File: config.mk
export PLATFORM = sky130hd
export DESIGN_NAME = capture_seq
export DESIGN_NICKNAME = d
export VERILOG_FILES = /design/src/rtl/capture_seq.sv
export SDC_FILE = /design/constraint.sdc
export NUM_CORES = 1
export LEC_CHECK = 0
export ABC_AREA = 1
export CAP_MARGIN = 20
export CORE_MARGIN = 4
export CORE_UTILIZATION = 45
export DETAILED_ROUTE_END_ITERATION = 7
export PLACE_DENSITY = 0.63
export REMOVE_ABC_BUFFERS = 1
export SYNTH_ARGS = -nofsm -noshare
export SYNTH_HDL_FRONTEND = slang
export SYNTH_SLANG_ARGS = --single-unit
File: constraint.sdc
create_clock -name clk_pix -period 4.3 [get_ports clk_pix]
set_input_delay 1.075 -clock clk_pix [delete_from_list [all_inputs] [get_ports clk_pix]]
set_output_delay 1.075 -clock clk_pix [all_outputs]
set_load 0.005 [all_outputs]
File: src/rtl/capture_seq.sv
// Capture sequencer: flush frames, exposure interval, then one triggered capture frame.
// Optional continuous mode when CAPTURE_SEQ_CONTINUOUS_EN is defined (adds the cont input).
module capture_seq #(
  parameter int unsigned EXP_W   = 24,
  parameter int unsigned FLUSH_W = 4,
  parameter int unsigned TIMEOUT = 2000000,
  parameter int unsigned CNT_W   = 16
) (
  input  logic               clk_pix,
  input  logic               rst_n,
  input  logic               start,
  input  logic               abort,
`ifdef CAPTURE_SEQ_CONTINUOUS_EN
  input  logic               cont,
`endif
  input  logic [FLUSH_W-1:0] cfg_flush,
  input  logic [EXP_W-1:0]   cfg_exp,
  input  logic               tg_done,
  output logic               tg_trigger,
  output logic               exp_active,
  output logic               cap_active,
  output logic               busy,
  output logic               cap_done,
  output logic               err,
  output logic [CNT_W-1:0]   cap_cnt
);

  localparam int unsigned WD_W = $clog2(TIMEOUT + 1);

  typedef enum logic [2:0] {
    S_IDLE, S_FL_TRIG, S_FL_WAIT, S_EXPOSE, S_CAP_TRIG, S_CAP_WAIT
  } state_e;

  state_e             state_q, state_d;
  logic [FLUSH_W-1:0] flush_q, flush_d;
  logic [EXP_W-1:0]   exp_cfg_q, exp_cfg_d;
  logic [EXP_W-1:0]   exp_cnt_q, exp_cnt_d;
  logic [WD_W-1:0]    wd_q, wd_d;
  logic               cont_q, cont_d;
  logic               err_q, err_d;
  logic [CNT_W-1:0]   cap_cnt_q, cap_cnt_d;
  logic               tg_trigger_q, tg_trigger_d;
  logic               exp_active_q, exp_active_d;
  logic               cap_active_q, cap_active_d;
  logic               busy_q, busy_d;
  logic               cap_done_q, cap_done_d;

  logic               waiting_c, wd_expired_c, accept_c, timeout_c, frame_done_c;
  logic [EXP_W-1:0]   exp_load_c;

  assign waiting_c    = (state_q == S_FL_WAIT) || (state_q == S_CAP_WAIT);
  assign wd_expired_c = (wd_q == WD_W'(TIMEOUT - 1));
  assign accept_c     = (state_q == S_IDLE) && start && !abort;
  assign timeout_c    = waiting_c && !tg_done && !abort && wd_expired_c;
  assign frame_done_c = (state_q == S_CAP_WAIT) && tg_done && !abort;

  always_ff @(posedge clk_pix) begin
    if (!rst_n) state_q <= S_IDLE;
    else        state_q <= state_d;
  end

  // Next state; abort from any busy state overrides everything else.
  always_comb begin
    state_d = state_q;
    case (state_q)
      S_IDLE:     if (accept_c) state_d = (cfg_flush != '0) ? S_FL_TRIG : S_EXPOSE;
      S_FL_TRIG:  state_d = S_FL_WAIT;
      S_FL_WAIT: begin
        if (tg_done)           state_d = (flush_q == FLUSH_W'(1)) ? S_EXPOSE : S_FL_TRIG;
        else if (wd_expired_c) state_d = S_IDLE;
      end
      S_EXPOSE:   if (exp_cnt_q == '0) state_d = S_CAP_TRIG;
      S_CAP_TRIG: state_d = S_CAP_WAIT;
      S_CAP_WAIT: begin
        if (tg_done)           state_d = cont_q ? S_EXPOSE : S_IDLE;
        else if (wd_expired_c) state_d = S_IDLE;
      end
      default:    state_d = S_IDLE;
    endcase
    if (abort && (state_q != S_IDLE)) state_d = S_IDLE;
  end

  // Datapath and registered-output next values.
  always_comb begin
    flush_d    = flush_q;
    exp_cfg_d  = exp_cfg_q;
    cont_d     = cont_q;
    err_d      = err_q;
    exp_cnt_d  = exp_cnt_q;
    exp_load_c = accept_c ? cfg_exp : exp_cfg_q;
    if (accept_c) begin
      flush_d   = cfg_flush;
      exp_cfg_d = cfg_exp;
      err_d     = 1'b0;
`ifdef CAPTURE_SEQ_CONTINUOUS_EN
      cont_d    = cont;
`else
      cont_d    = 1'b0;
`endif
    end
    if ((state_q == S_FL_WAIT) && tg_done && !abort) flush_d = flush_q - FLUSH_W'(1);
    if (timeout_c) err_d = 1'b1;
    // Counter is preloaded one short so the exposure lasts max(cfg_exp,1) cycles.
    if ((state_d == S_EXPOSE) && (state_q != S_EXPOSE))
      exp_cnt_d = (exp_load_c == '0) ? '0 : exp_load_c - EXP_W'(1);
    else if ((state_q == S_EXPOSE) && (exp_cnt_q != '0))
      exp_cnt_d = exp_cnt_q - EXP_W'(1);
    wd_d         = waiting_c ? wd_q + WD_W'(1) : '0;
    cap_done_d   = frame_done_c;
    cap_cnt_d    = cap_cnt_q + CNT_W'(frame_done_c);
    tg_trigger_d = (state_d == S_FL_TRIG) || (state_d == S_CAP_TRIG);
    exp_active_d = (state_d == S_EXPOSE);
    cap_active_d = (state_d == S_CAP_TRIG) || (state_d == S_CAP_WAIT);
    busy_d       = (state_d != S_IDLE);
  end

  always_ff @(posedge clk_pix) begin
    if (!rst_n) begin
      flush_q      <= '0;
      exp_cfg_q    <= '0;
      exp_cnt_q    <= '0;
      wd_q         <= '0;
      cont_q       <= 1'b0;
      err_q        <= 1'b0;
      cap_cnt_q    <= '0;
      tg_trigger_q <= 1'b0;
      exp_active_q <= 1'b0;
      cap_active_q <= 1'b0;
      busy_q       <= 1'b0;
      cap_done_q   <= 1'b0;
    end else begin
      flush_q      <= flush_d;
      exp_cfg_q    <= exp_cfg_d;
      exp_cnt_q    <= exp_cnt_d;
      wd_q         <= wd_d;
      cont_q       <= cont_d;
      err_q        <= err_d;
      cap_cnt_q    <= cap_cnt_d;
      tg_trigger_q <= tg_trigger_d;
      exp_active_q <= exp_active_d;
      cap_active_q <= cap_active_d;
      busy_q       <= busy_d;
      cap_done_q   <= cap_done_d;
    end
  end

  assign tg_trigger = tg_trigger_q;
  assign exp_active = exp_active_q;
  assign cap_active = cap_active_q;
  assign busy       = busy_q;
  assign cap_done   = cap_done_q;
  assign err        = err_q;
  assign cap_cnt    = cap_cnt_q;

endmodule

## Yosys cells after proc, flatten, opt, wreduce, memory -nomap -nowiden

Cells that the tools add are included.

- Input port bits: 33
- Logic and storage cells: 74
- Register bits after elaboration: 98

- Mux-type cells: 17
- Add/sub/neg operators: 5
- Reductions and logical operators: 28
- Eq/ne operators: 12

Operators by type and width:

| kind | number |
|---|---|
| $mux W24 | 4 |
| $logic_not A24 Y1 | 2 |
| $sub A24 B1 Y24 const B | 2 |
| $reduce_bool A24 Y1 | 1 |
| $add A21 B1 Y21 const B | 1 |
| $eq A21 B21 Y1 const B | 1 |
| $mux W3 | 6 |
| $pmux W3 S6 | 1 |
| $add A16 B1 Y16 | 1 |
| $eq A3 B3 Y1 const B | 4 |
| $logic_and A1 B1 Y1 | 12 |
| $eq A3 B2 Y1 const B | 3 |
| $mux W4 | 2 |
| $eq A3 B1 Y1 const B | 2 |
| $reduce_bool A2 Y1 | 3 |
| $reduce_bool A3 Y1 | 2 |
| $eq A4 B1 Y1 const B | 1 |
| $mux W2 | 2 |
| $reduce_bool A4 Y1 | 1 |
| $sub A4 B1 Y4 const B | 1 |
| $logic_not A3 Y1 | 1 |
| $logic_or A1 B1 Y1 | 3 |
| $ne A3 B2 Y1 const B | 1 |
| $logic_not A1 Y1 | 2 |
| other kinds (2) | 3 |

## Logic depth before layout (Yosys ltp)

Gate-level depths: netlist of run 1.

- Word-level depth: 9
- Depth in mapped cells: 17
- Mapped depth without buffers: 16

## Worst setup path after synthesis of run 1

No wires, ideal clock.

- Path kind: input to register
- Start: in tg_done
- End: reg cap_cnt_q[14], in the netlist cap_cnt[14]
- Arrival: 2,787 ps
- Data required time: 4,181 ps
- Path slack: 1,394 ps
- Path buffers: 0
- Stages on the path: 15
- Library setup time: 119 ps
- Path through: inv_1 nor3_1 ha_1 ha_1 nand2_1 nor2_1 nand2_1 nor2_1 nand2_1 nor2_1 nand3_1 nor3_1 nand2_1 o21ai_0 a21oi_1

- Word-level cells in the longest chain between the ends: 3

Ends and longest elaborated chain:

| what | line | RTL |
|---|---|---|
| start: declaration | 18 | `input logic tg_done,` |
| $logic_and A1 B1 Y1 (2 in a row) | 55 | `assign frame_done_c = (state_q == S_CAP_WAIT) && tg_done && !abort;` |
| named net cap_done_d | 46 | `logic cap_done_q, cap_done_d;` |
| $add A16 B1 Y16 | 110 | `cap_cnt_d = cap_cnt_q + CNT_W'(frame_done_c);` |
| end signal: assignment | 138 | `cap_cnt_q <= cap_cnt_d;` |
| end: declaration | 41 | `logic [CNT_W-1:0] cap_cnt_q, cap_cnt_d;` |

The timed path passes the listed nets, and every way through them passes these cells.
A chain may end at the register's enable or synchronous reset.

## Final worst setup path of run 1

- Start: in abort
- End: reg exp_cnt_q[18]

- Word-level cells in the longest chain between the ends: 8
- Elaborated cells between the ends (all ways): 14
- Those cells by class: add/sub (1); eq/ne (1); mux (6); reduce/logical (6)

Ends and longest elaborated chain:

| what | line | RTL |
|---|---|---|
| start: declaration | 12 | `input logic abort,` |
| parallel branches: the longest is 8 deep, another holds $sub A24 B1 Y24 | n/a |  |
| end signal: assignment | 134 | `exp_cnt_q <= exp_cnt_d;` |
| end: declaration | 37 | `logic [EXP_W-1:0] exp_cnt_q, exp_cnt_d;` |

Parallel ways; which one is timed is not known.

==> results of run 1 <==
power by group through the flow:
stage	Combinational (mW)	Sequential [mW]	Clock (mW)
after global routing	0.761	0.977	0.924
after detailed placement	0.666	0.992	0
after global placement	0.667	0.992	0
after floorplan	0.485	0.986	0
final	0.675	0.972	0.865
after CTS	0.670	0.971	0.879
sequential cells by signal, indices dropped and copies added, names as in the netlist:
signal / count
busy: 1
cap_active: 1
cap_cnt: 16
cap_done: 1
err: 1
exp_active: 1
exp_cfg_q: 24
exp_cnt_q: 24
flush_q: 4
state_q: 3
tg_trigger: 1
wd_q: 21
how the worst max path moves through the flow:
stage | to | startpoint | slack, ns
2_1_floorplan | exp_cnt_q[8] | start | 1.0
3_3_place_gp | exp_cnt_q[20] | abort | 0.50
3_5_place_dp | exp_cnt_q[20] | abort | 0.51
4_1_cts | exp_cnt_q[18] | abort | 0.86
5_1_grt | exp_cnt_q[16] | abort | 0.58
6_report | exp_cnt_q[18] | abort | 0.84
cells in the mapped netlist (all sizes together), types with 3 or more instances:
library cell | number | area, um2
nor3 | 21 | 110
xor2 | 13 | 114
nand3b | 9 | 67.6
a31oi | 3 | 18.8
nand2 | 231 | 880
nand4 | 21 | 131
clkbuf | 9 | 33.8
buf | 19 | 141
a21oi | 44 | 220
nand3 | 90 | 480
inv | 127 | 477
xnor2 | 8 | 70.1
o211ai | 7 | 52.6
ha | 8 | 100
or2 | 4 | 25.0
dfxtp | 98 | 1960
nor2 | 154 | 654
nor4 | 8 | 50.1
o21ai | 69 | 364
per-stage QoR:
stage	area (um2)	instances	total power [mW]	hold WS, ns
after floorplan	5830	922	1.47	0.418
after global placement	6630	1153	1.66	0.430
after CTS	6940	1168	2.52	0.459
after detailed placement	6630	1153	1.66	0.442
final	6940	1168	2.51	0.456
after global routing	6940	1168	2.66	0.483
area by class of cell:
class | instances | area (um2) | share of cell area [%]
clock buffer | 10 | 229 | 3.30
inverter | 127 | 477 | 6.87
tap | 172 | 215 | 3.10
multi-input combinational | 697 | 3390 | 48.8
timing repair buffer | 59 | 591 | 8.51
sequential | 98 | 1960 | 28.3
clock inverter | 5 | 80.1 | 1.15
routing by layer:
| metal | routed length, um | track usage, % |
|---|---|---|
| met4 | 371 | 8.37 |
| met3 | 717 | 3.11 |
| met2 | 6890 | 33.2 |
| met5 | 0 | 0 |
| met1 | 7780 | 30.5 |
kinds of logic (layout without fill, tap and decap cells):
logic type                 after synthesis  count (layout)  share of synthesized area [%]
AOI/OAI and AO/OA                      127             127                           11.4
and+or+nand+nor                        541             541                           40.3
adders and majority gates                8               8                           1.67
xor gates and xnor gates                21              21                           3.07
buffers and inverters                  155             201                           10.9
DFF                                     98              98                           32.7
worst max-delay path, cell delays in order:
cell,delay [ns]
clkdlybuf4s50_1,0.58
nor2_8,0.19
buf_4,0.35
nand3b_1,0.12
nand2_1,0.17
ha_1,0.23
nand3_1,0.11
nor2_1,0.24
nand3_1,0.19
o21ai_0,0.20
nand3_1,0.11
a21oi_1,0.16
==> metrics.md, run 1 <==
| Metric | Value |
|---|---|
| Status | finished, final reports clean |
| Final number of setup-violating endpoints | 0 |
| Pleak | 3.03 nW |
| Hold depth | 1 |
| CTS tree | done |
| Final HPWL DP | 11500 um |
| Primary FF master, synth | dfxtp_1 |
| Final Cycle Share | 80.5% |
| Clock share of power | 34.4% |
| Die Area | 15200 um2 |
| Setup Buffers After CTS | 0 |
| Final Max Tran Viols | 0 |
| ANT cells | 0 |
| Total track usage | 21.6% |
| Core box area | 12800 um2 |
| CTS Root Cell | clkbuf_16 |
| Area delta synth->final | 15.7% |
| Critical path arrival | 3.74 ns |
| Most common cell after layout, fill and taps aside | nand2_1 |
| Worst R2R Start | state_q[0] |
| Worst Hold Path EP | wd_q[0] |
| Final nets | 1033 |
| Switching power | 0.825 mW |
| Fin crit period | 3.46 ns |
| GPL Wtd Cong | 0.921 |
| Synthesized flop and latch total | 98 |
| Die width | 123 um |
| WS Path Type | in -> reg |
| Part of the power in registers | 38.7% |
| Hold Vio Cnt, Final | 0 |
| FF-to-FF setup slack | 1.39 ns |
| Type of the worst min-delay path | reg -> reg |
| Max FO, Critical Path | 36 |
| Distinct cell type count after synthesis | 39 |
| Number of synthesized flops with an enable pin | 0 |
| Post-CTS resize count | 0 |
| Share of the yosys chip area belonging to registers | 32.7% |
| Port bufs | 54 |
| Final WS setup | 0.838 ns |
| RSZ-0062 raised after global routing | no |
| Type of origin of the critical path | input pin |
| Vias in the first global route | 5376 |
| Tightest Pin Transition | 0.820 ns |
| Initial core utilization | 46.8% |
| 1st-iter DRT viols | 393 |
| Pre-antenna DRT Iters | 5 |
| Sw Ratio | 32.9% |
| Global-route wire length before repair | 26000 um |
| WL/cell | 13.5 um |
| Rows | 41 |
| Initial antenna violation count | 0 |
| Max_cap viols | 0 |
| Final wirelength | 15800 um |
| Clk_skew | 0.00910 ns |
| Die height | 123 um |
| Total number of vias | 5969 |
| Cts hold-fix bufs | 0 |
| Yosys warnings | 0 |
| Mean Syn Cell Area | 6.32 um2 |
| Commonest cells after routing, fill and taps aside | nand2_1 (226), nor2_1 (137), inv_1 (121) |
| Reg2reg path depth | 12 |
| Num CTS Buffers | 9 |
| Worst skew pair latency | 0.35 ns |
| Vias per Instance | 5.11 |
| HP Start | wd_q[0] |
| Fill cells | 1330 |
| Setup crit end kind | register |
| Worst-case clock buffer depth | 2 |
| Post-layout util | 54.1% |
| Part of the power in combinational logic | 26.9% |
| Reg-to-reg endpoint | exp_cnt_q[11] |
| Drc violations | 0 |
| # IOs | 55 |
| Htree depth | 3 |
| Post-Synthesis Cells | 950 |
| Antenna violation net count after detailed routing | 0 |
| Slew HR | 45.3% |
| Largest net degree at the start of global routing | 44 |
| Post-Synthesis Cell Area | 6000 um2 |
| Design internal power | 1.69 mW |
| CP required | 4.58 ns |
| Peak Freq | 289 MHz |
| # clock sinks | 98 |
| Synth async-reset ratio | 0% |
| Power per Cell Area | 362 nW/um2 |
| Layout cell share with drive strength beyond 1 | 5.82% |
| Pre-CTS WS | 0.513 ns |
| Worst-path clk slew | 0.07 ns |
| Worst vdd ir | 0.000153 V |
| Total gr overflow | 0 |
| Setup TNS | 0 ns |
No activity file was read; power rests on OpenSTA's default activity.
==> inputs of run 2 (changes only) <==
- PLACE_DENSITY: 0.63 -> 0.65
- clock period: 4.3 -> 2.96 ns (I/O delays scaled with it)
==> metrics.md, run 2 (synthesis gave the netlist of run 1 again) <==
| Metric | Value |
|---|---|
| HP Start | wd_q[0] |
| WS Path Type | in -> reg |
| Worst-case clock buffer depth | 2 |
| Initial antenna violation count | 0 |
| Worst vdd ir | 0.000246 V |
| Hold Vio Cnt, Final | 0 |
| Slew HR | 61.5% |
| Post-CTS resize count | 0 |
| FF-to-FF setup slack | 0.42 ns |
| Area delta synth->final | 26.7% |
| # IOs | 55 |
| Setup Buffers After CTS | 0 |
| Peak Freq | 358 MHz |
| Htree depth | 3 |
| Reg2reg path depth | 15 |
| Die width | 123 um |
| Setup TNS | 0 ns |
| GPL Wtd Cong | 0.887 |
| Fill cells | 1298 |
| Final Cycle Share | 94.4% |
| Top Registers | exp_cfg_q x24, exp_cnt_q x24, wd_q x21 |
| Rows | 41 |
| Vias in the first global route | 5806 |
| CTS Root Cell | clkbuf_16 |
| Tightest Pin Transition | 0.572 ns |
| Final WS setup | 0.166 ns |
| CTS tree | done |
| Antenna violation net count after detailed routing | 0 |
| Die Area | 15200 um2 |
| Total chip power | 3.83 mW |
| Pre-antenna DRT Iters | 5 |
| Final nets | 1113 |
| Power per Cell Area | 504 nW/um2 |
| Pleak | 3.43 nW |
| Most common cell after layout, fill and taps aside | nand2_1 |
| Drc violations | 0 |
| Final HPWL DP | 12100 um |
| Pre-CTS WS | -0.312 ns |
| Die height | 123 um |
| Clk_skew | 0.00825 ns |
| Max_cap viols | 0 |
| Largest net degree at the start of global routing | 40 |
| Final number of setup-violating endpoints | 0 |
| Worst-path clk slew | 0.07 ns |
| Reg-to-reg endpoint | cap_cnt[14] |
| Worst skew pair latency | 0.35 ns |
| Cts hold-fix bufs | 0 |
| 1st-iter DRT viols | 401 |
| Cell Count, Final, Fillers Out | 1249 |
| Placed cell areas | 7250 um2 |
| # clock sinks | 98 |
| Type of origin of the critical path | input pin |
| Type of the worst min-delay path | reg -> reg |
| Hold depth | 1 |
| Status | finished, final reports clean |
| Fin crit period | 2.79 ns |
| Final wirelength | 16200 um |
| Final hold slack | 0.455 ns |
| Fin area | 7600 um2 |
| Vias per Instance | 5.03 |
| Max FO, Critical Path | 4 |
| Critical path arrival | 3.04 ns |
| RSZ-0062 raised after global routing | yes |
| Worst Hold Path EP | wd_q[0] |
| Post-layout util | 59.3% |
| Layout cell share with drive strength beyond 1 | 13.5% |
| Worst R2R Start | state_q[2] |
| Setup crit end kind | register |
| Port bufs | 54 |
| Num CTS Buffers | 9 |
| Initial core utilization | 46.8% |
| CP required | 3.21 ns |
| Commonest cells after routing, fill and taps aside | nand2_1 (226), nor2_1 (134), inv_1 (121) |
| ANT cells | 0 |
| Total gr overflow | 0 |
| Core box area | 12800 um2 |
| Total number of vias | 6281 |
| WL/cell | 12.9 um |
| Total track usage | 22.2% |
| Cells after DPL | 1232 |
| Final Max Tran Viols | 0 |
| Global-route wire length before repair | 27000 um |
==> run 2: worst max-delay path: stages <==
cell and delay (ns):
clkdlybuf4s50_1 0.47, inv_1 0.05, nor3_1 0.20, ha_1 0.21, ha_1 0.16, nand2_1 0.07, nor2_1 0.15, nand2_1 0.07
nor2_1 0.11, nand2_1 0.09, nor2_2 0.14, nand3_1 0.13, nor3_2 0.15, nand2_1 0.08, o21ai_0 0.15, a21oi_1 0.05
==> run 2: where the power goes <==
| part | internal [mW] | total, mW | switching [mW] | leakage [nW] |
|---|---|---|---|---|
| clock | 0.698 | 1.26 | 0.558 | 0.158 |
| sequential | 1.37 | 1.41 | 0.0377 | 0.795 |
| combinational | 0.492 | 1.16 | 0.670 | 2.48 |
==> run 2: cell type report <==
cell class | instances | area [um2] | area share (%)
multi-input cells | 698 | 3420 | 45.0
inverters | 127 | 477 | 6.27
clock inverters | 6 | 78.8 | 1.04
flip-flops and latches | 98 | 1960 | 25.8
well taps | 172 | 215 | 2.83
clock buffers | 10 | 239 | 3.14
repair buffers | 138 | 1210 | 15.9
==> run 2: metal layers <==
layer	vias to the layer above	share of wire (%)	GRT usage, %	wire length, um
met2	142	45	36.4	7330
met5	-	0	0	0
li1	3308	-	-	-
met4	0	1.9	6.51	311
met1	2803	48	30.0	7740
met3	28	4.8	3.75	776
==> run 2: how the worst max path moves through the flow <==
stage                        from      endpoint  slack (ns)  cells past startpoint
after floorplan             start  exp_cnt_q[8]      -0.009                     15
after global placement    tg_done   cap_cnt[14]       -0.29                     16
after detailed placement  tg_done   cap_cnt[14]       -0.31                     16
after CTS                 tg_done   cap_cnt[14]        0.06                     16
after global routing      tg_done   cap_cnt[14]       -0.06                     16
final                     tg_done   cap_cnt[14]        0.17                     16
==> inputs of run 3 (changes only) <==
- CORE_ASPECT_RATIO: unset -> 1.4
- CTS_CLUSTER_SIZE: unset -> 28
- HOLD_SLACK_MARGIN: unset -> 0.15
==> metrics.md, run 3 (synthesis gave the netlist of run 1 again) <==
| Metric | Value |
|---|---|
| Status | finished, final reports clean |
| Total track usage | 23.6% |
| Commonest cells after routing, fill and taps aside | nand2_1 (224), nor2_1 (130), inv_1 (121) |
| Largest net degree at the start of global routing | 40 |
| CTS tree | done |
| Worst-case clock buffer depth | 2 |
| Type of origin of the critical path | input pin |
| Rows | 49 |
| Num CTS Buffers | 9 |
| GPL Wtd Cong | 0.926 |
| Clk_skew | 0.0102 ns |
| Die height | 145 um |
| Final number of setup-violating endpoints | 0 |
| Htree depth | 3 |
| Max FO, Critical Path | 11 |
| Total number of vias | 6448 |
| ANT cells | 0 |
| Layout cell share with drive strength beyond 1 | 15.0% |
| Die width | 106 um |
| Met2 WL post-DR | 9290 um |
| Drc violations | 0 |
| Fin crit period | 2.85 ns |
| WL/cell | 13.8 um |
| Top Registers | exp_cfg_q x24, exp_cnt_q x24, wd_q x21 |
| Core box area | 12900 um2 |
| Worst skew pair latency | 0.35 ns |
| WS Path Type | in -> reg |
| Worst vdd ir | 0.000276 V |
| Power per Cell Area | 493 nW/um2 |
| Worst-path cell chain | clkdlybuf4s50_1, buf_4, nor2_8, nand3_4, buf_4, nand2_1, nand2_1, buf_4, inv_1, nand2_1, nor2_1, nand2_2, buf_4, o21ai_1, nand2_1, nor2_1, nor2_1, nor2_1 |
| Slowest cell on crit path | clkdlybuf4s50_1 |
| # IOs | 55 |
| Vias in the first global route | 6404 |
| Final nets | 1123 |
| Final Cycle Share | 96.4% |
| # clock sinks | 98 |
| Final wirelength | 17400 um |
| Total gr overflow | 0 |
| 1st-iter DRT viols | 304 |
| Antenna violation net count after detailed routing | 0 |
| Slew HR | 61.3% |
| Peak Freq | 350 MHz |
| Final Max Tran Viols | 0 |
| Port bufs | 54 |
| Type of the worst min-delay path | reg -> reg |
| Tightest Pin Transition | 0.575 ns |
| Initial antenna violation count | 0 |
| Cell Count, Final, Fillers Out | 1264 |
| Vias per Instance | 5.10 |
| CP required | 3.24 ns |
| Fin area | 7740 um2 |
| CP max stage delay | 0.43 ns |
| Setup TNS | 0 ns |
| Hold Vio Cnt, Final | 0 |
| Die Area | 15300 um2 |
| Placed cell areas | 7300 um2 |
| Top sig layer | met4 |
| Worst-path clk slew | 0.07 ns |
| RSZ-0062 raised after global routing | yes |
| Initial core utilization | 46.4% |
| CTS Root Cell | clkbuf_16 |
| Pleak | 3.49 nW |
| Met1 wire length | 6890 um |
| Global-route wire length before repair | 29000 um |
| Critical path arrival | 3.14 ns |
| Most common cell after layout, fill and taps aside | nand2_1 |
| Pre-antenna DRT Iters | 7 |
| Setup crit end kind | register |
| Area delta synth->final | 29.0% |
| Final HPWL DP | 13300 um |
| Cells after DPL | 1242 |
| Max_cap viols | 0 |
| WL met3 | 561 um |
## run 3: what timing repair did
action	CTS	global route
setup endpoints to repair	1	26
cloned	0	1
setup buffers	0	6
gates resized for setup	1	20
pin swaps	0	4
hold buffers	0	0
## run 3: worst paths after layout
kind                 from             to  slack [ns]  cells past startpoint
min               wd_q[0]        wd_q[0]        0.45                      1
max                 abort   exp_cnt_q[9]        0.11                     18
max reg2reg  exp_cnt_q[0]  exp_cnt_q[11]        0.37                     15
min reg2reg       wd_q[0]        wd_q[0]        0.45                      1
## run 3: critical path, delay by kind of cell
kind | cells | cell delay, ns
AND/OR/NAND/NOR | 11 | 1.05
buffers and inverters | 6 | 1.22
AO/OA/AOI/OAI | 1 | 0.13
## run 3: power breakdown
part,leakage [nW],internal (mW),switching [mW]
clock,0.141,0.679,0.523
combinational,2.56,0.504,0.699
sequential,0.795,1.37,0.0374
total,3.49,2.56,1.26
## run 3: through the flow
stage,power (mW),hold slack (ns),worst slack [ns],utilization [%]
floorplan,2.14,0.418,-0.00857,-
global placement,2.62,0.432,-0.273,56.4
detailed placement,2.62,0.439,-0.387,56.4
CTS,3.83,0.452,0.0465,58.8
finish,3.82,0.450,0.107,59.9
global route,4.07,0.476,-0.0296,59.9
## run 3: area by class of cell
type	instances	area, um2
multi-input cells	698	3460
inverters	127	477
repair buffers	148	1320
flip-flops and latches	98	1960
well taps	178	223
fillers	1275	5190
clock inverters	5	62.6
clock buffers	10	239
## run 3: metal layers
metal  vias up  global-route usage, %
li1       3318                      -
met1      2961                   25.5
met2       127                   44.8
met3        42                   3.31
met4         0                   11.9
met5         -                      0
